==> src/rtl/dcol_pkg.sv <==
// Shared types and constants for the double-column readout controller.
// Optional feature macro: DCOL_ADDR_FILTER_EN (drop invalid encoder codes).
package dcol_pkg;

  typedef enum logic [2:0] {
    IDLE,
    READ,
    WAIT_Q,
    WRITE,
    CLR
  } state_e;

  localparam int DCOL_ID_W = 4;
  localparam int ADDR_W    = 15;
  localparam int QADDR_W   = 19;

  localparam logic [ADDR_W-1:0] INVALID_ADDR = 15'h7FFF;

endpackage

==> src/rtl/dcol_reader.sv <==
// Reads pixel hits from one dcol priority encoder into the readout queue.
// Define DCOL_ADDR_FILTER_EN to drop the all-ones (invalid) encoder code.
module dcol_reader #(
  parameter logic [3:0] DCOL_ID        = 4'd0,
  parameter int          ADDR_W         = 15,
  parameter int          RESETPE_CYCLES = 1
) (
  input  logic              clk,
  input  logic              reset,
  input  logic              sel,
  input  logic              empty,
  input  logic              full,
  input  logic [ADDR_W-1:0] addrin,
  output logic              readin,
  output logic [ADDR_W+3:0] addrout,
  output logic              write_q,
  output logic              resetpe
);

  import dcol_pkg::*;

  localparam logic [1:0] CNT_INIT = 2'(RESETPE_CYCLES - 1);

  state_e            state_q, state_d;
  logic [ADDR_W-1:0] addr_q, addr_d;
  logic [ADDR_W+3:0] addrout_q, addrout_d;
  logic [1:0]        cnt_q, cnt_d;
  logic              readin_q, readin_d;
  logic              write_q_q, write_q_d;
  logic              resetpe_q, resetpe_d;

  always_comb begin
    state_d   = state_q;
    addr_d    = addr_q;
    addrout_d = addrout_q;
    cnt_d     = cnt_q;
    unique case (state_q)
      IDLE: begin
        if (sel && !empty) state_d = READ;
      end
      READ: begin
        addr_d  = addrin;
        state_d = WAIT_Q;
      end
      WAIT_Q: begin
        if (!full) begin
          state_d = WRITE;
`ifdef DCOL_ADDR_FILTER_EN
          if (addr_q == ADDR_W'(INVALID_ADDR)) state_d = CLR;
`endif
        end
      end
      WRITE: begin
        state_d = CLR;
      end
      CLR: begin
        if (cnt_q == 2'd0) state_d = IDLE;
        else cnt_d = cnt_q - 2'd1;
      end
      default: begin
        state_d = IDLE;
      end
    endcase

    // Outputs are registered, so they follow the state being entered
    if (state_d == WRITE) addrout_d = {DCOL_ID, addr_q};
    if (state_d == CLR && state_q != CLR) cnt_d = CNT_INIT;

    readin_d  = (state_d == READ);
    write_q_d = (state_d == WRITE);
    resetpe_d = (state_d == CLR);
  end

  always_ff @(posedge clk or negedge reset) begin
    if (!reset) begin
      state_q   <= IDLE;
      addr_q    <= '0;
      addrout_q <= '0;
      cnt_q     <= '0;
      readin_q  <= 1'b0;
      write_q_q <= 1'b0;
      resetpe_q <= 1'b0;
    end else begin
      state_q   <= state_d;
      addr_q    <= addr_d;
      addrout_q <= addrout_d;
      cnt_q     <= cnt_d;
      readin_q  <= readin_d;
      write_q_q <= write_q_d;
      resetpe_q <= resetpe_d;
    end
  end

  assign readin  = readin_q;
  assign write_q = write_q_q;
  assign resetpe = resetpe_q;
  assign addrout = addrout_q;

endmodule

==> config.mk <==
export PLATFORM = sky130hd
export DESIGN_NAME = dcol_reader
export DESIGN_NICKNAME = d
export VERILOG_FILES = /design/src/rtl/dcol_pkg.sv /design/src/rtl/dcol_reader.sv
export SDC_FILE = /design/constraint.sdc
export NUM_CORES = 1
export LEC_CHECK = 0
export CELL_PAD_IN_SITES_DETAIL_PLACEMENT = 1
export CELL_PAD_IN_SITES_GLOBAL_PLACEMENT = 1
export CORE_AREA = 3 3 78 80
export DETAILED_ROUTE_END_ITERATION = 8
export DIE_AREA = 0 0 81 83
export PLACE_DENSITY_LB_ADDON = 0.2
export RECOVER_POWER = 50
export SYNTH_ARGS = -nofsm -noshare
export SYNTH_HDL_FRONTEND = slang
export SYNTH_SLANG_ARGS = --single-unit
==> constraint.sdc <==
create_clock -name clk -period 4.2 [get_ports clk]
set_input_delay 0.42 -clock clk [delete_from_list [all_inputs] [get_ports clk]]
set_output_delay 0.42 -clock clk [all_outputs]
set_load 0.03 [all_outputs]
==> metrics.csv <==
stage,metric,value,unit
run_status,failing checks,"max-capacitance violations, max-slew violations",
route,post-route ant nets,0,
global_route,vias in the first global route,972,
sta,Clock Skew,0.00390,ns
route,Via Count,913,
route,initial DRC count,31,
min_path,min-delay src,addr_q[14],
synthesis,syn avg cell area,16.3,um^2
global_route,"Most Used Layer, Global Route",met2,
clock_tree,hold bufs inserted after CTS,0,
sta,crit share post-route,47.3,%
sta,max_slew headroom,-33.2,%
worst_setup_path,WP data required,4.37,ns
sta,fmax,504,MHz
global_route,GRT Overall Usage,9.52,%
synthesis,synth warn,0,
global_route,met2 Use GR,14.2,%
sta,hold_ws,0.506,ns
floorplan,Starting Density,29.8,%
global_route,gr ovfl total,0,
pwr,Max VDD drop,0.291,mV
route,Post-Route WL,3070,um
synthesis,synthesized area,1630,um^2
worst_setup_path,reg-to-reg startpoint,state_q[0],
floorplan,Rows,27,
synthesis,Post-Syn Instances,100,
clock_tree,CTS Buf Count,5,
floorplan,die height,83,um
clock_tree,Worst-path clk slew,0.07,ns
pwr,Leak,0.000889,uW
clock_tree,Worst-Skew Late Latency,0.28,ns
pwr,PD cells,788,nW/um^2
sta,final setup violation count,0,
route,Routed WL per cell,14.5,um
worst_setup_path,kind of critical path,reg2reg,
floorplan,Die Width,81,um
clock_tree,Post-CTS Setup Inserts,0,
floorplan,Die ar.,6720,um^2
synthesis,Synth cell types,22,
place,DP HPWL,2130,um
synthesis,register area share after synthesis,58.3,%
cells_and_area,area grow syn2layout,28.1,%
worst_setup_path,Worst setup SP type,flop,
place,gpl congestion,0.694,
floorplan,IO Count,42,
cells_and_area,"commonest non-fill, non-tap cells in the layout","38 x dfrtp_1, 35 x clkdlybuf4s50_1, 19 x mux2_4, 11 x mux2_2, 6 x clkbuf_8",
clock_tree,TritonCTS clock tree,yes,
clock_tree,clk sinks,38,
cells_and_area,share of layout cells above drive strength 1,28.8,%
sta,RSZ-0062 raised after global routing,no,
place,placed cell count,203,
global_route,largest net degree at the start of global routing,39,
global_route,initial antenna violation count,0,
min_path,Hold Crit Class,reg2reg,
worst_setup_path,"Arr. time, crit path",2.15,ns
global_route,met1 Use GR,12.5,%
clock_tree,H-tree levels,2,
pwr,power consumption,1650,uW
route,DRT Pass-1 Iters,2,
sta,Final Slew Violations,39,
sta,hold violation count in the final report,0,
clock_tree,post_cts resized,0,
route,DR DRC count,0,
global_route,met3 track utilization from global routing,4.12,%
run_status,outcome,"complete, but fails checks",
clock_tree,Root Driver,clkbuf_8,
sta,crit path time final,1.99,ns
run,max_cap viols,1,
cells_and_area,n_diodes,0,
sta,Final TNS setup,0,ns
floorplan,Core ar.,5470,um^2
place,IO buf count,37,
worst_setup_path,Crit. End Element,flop,
synthesis,#FFs+latches synth,38,
clock_tree,CTS Buffer Depth,2,
worst_setup_path,first element of the critical path,state_q[0],
route,vias per std cell,4.33,
global_route,first-pass GRT wire length,4930,um
worst_setup_path,crit-path max FO,15,
cells_and_area,"most common cell after layout, fill and taps aside",dfrtp_1,
sta,Slew @ Worst Pin,2.00,ns
cells_and_area,fin nets,159,
cells_and_area,final non-filler cell total,211,
worst max-delay path: stages (launching register included):
cell	delay (ns)
dfrtp_1	0.53
nor3b_4	0.92
mux2_2	0.42
cell usage after synthesis (all sizes together):
library cell | instances | area, um^2
a21oi | 2 | 10.0
buf | 9 | 98.8
or3b | 1 | 8.76
inv | 2 | 7.51
dfrtp | 38 | 951
nor4b | 1 | 8.76
nand2 | 1 | 3.75
nor2 | 3 | 11.3
o21bai | 2 | 15.0
conb | 1 | 3.75
nor3 | 3 | 26.3
mux2 | 30 | 409
a211oi | 3 | 22.5
xnor2 | 1 | 8.76
ha | 1 | 12.5
nand2b | 1 | 13.8
nor3b | 1 | 18.8
where the power goes:
| part | internal, uW | total (uW) | switching, uW |
|---|---|---|---|
| sequential | 537 | 659 | 122 |
| clock | 132 | 250 | 118 |
| combinational | 411 | 736 | 326 |
| total | 1080 | 1650 | 566 |
flip-flops by register name (all words and copies together), names as in the netlist:
register,flops
cnt_q,2
addrout,15
resetpe,1
addr_q,15
readin,1
state_q,3
write_q,1
cell type report:
cell class / instances / area [um^2]
Tap cell: 72 / 90.1
Multi-Input combinational cell: 54 / 584
Clock buffer: 7 / 86.3
Fill cell: 585 / 3380
Sequential cell: 38 / 951
Timing Repair Buffer: 37 / 364
Inverter: 2 / 7.51
Clock inverter: 1 / 5.00
path summary, 6_finish.rpt:
path	endpoint	slack, ns	cells after the start
max	addr_q[2]	2.21	2
min	addrout[14]	0.51	1
max reg2reg	addr_q[2]	2.21	2
min reg2reg	addrout[14]	0.51	1
max in group asynchronous	cnt_q[1]	2.35	1
min in group asynchronous	addr_q[10]	0.70	1
metrics by stage:
stage	instance area, um^2	setup slack, ns	utilization [%]
global placement	2000	1.95	36.5
CTS	2090	2.16	38.2
finish	2090	2.21	38.2
global route	2090	1.91	38.2
floorplan	1640	2.77	-
detailed placement	2000	1.93	36.5
cells by family (layout without fill, tap and decap cells):
group	count (synthesis)	in the layout	share of synthesized area, %
XOR/XNOR	1	1	0.537
AND/OR/NAND/NOR	11	11	5.60
other	1	4	0.230
flip-flops	38	38	58.3
AO/OA/AOI/OAI	7	7	2.92
buffers and inverters	11	47	6.52
multiplexers	30	30	25.1
adder cells (fa/ha/maj)	1	1	0.767
routing by layer:
layer,share of wire [%],vias up
met5,0,-
met4,1.1,0
met3,6.6,5
met2,47,28
met1,45,464
li1,-,416
Note: power is estimated with default switching activity, not from simulation.
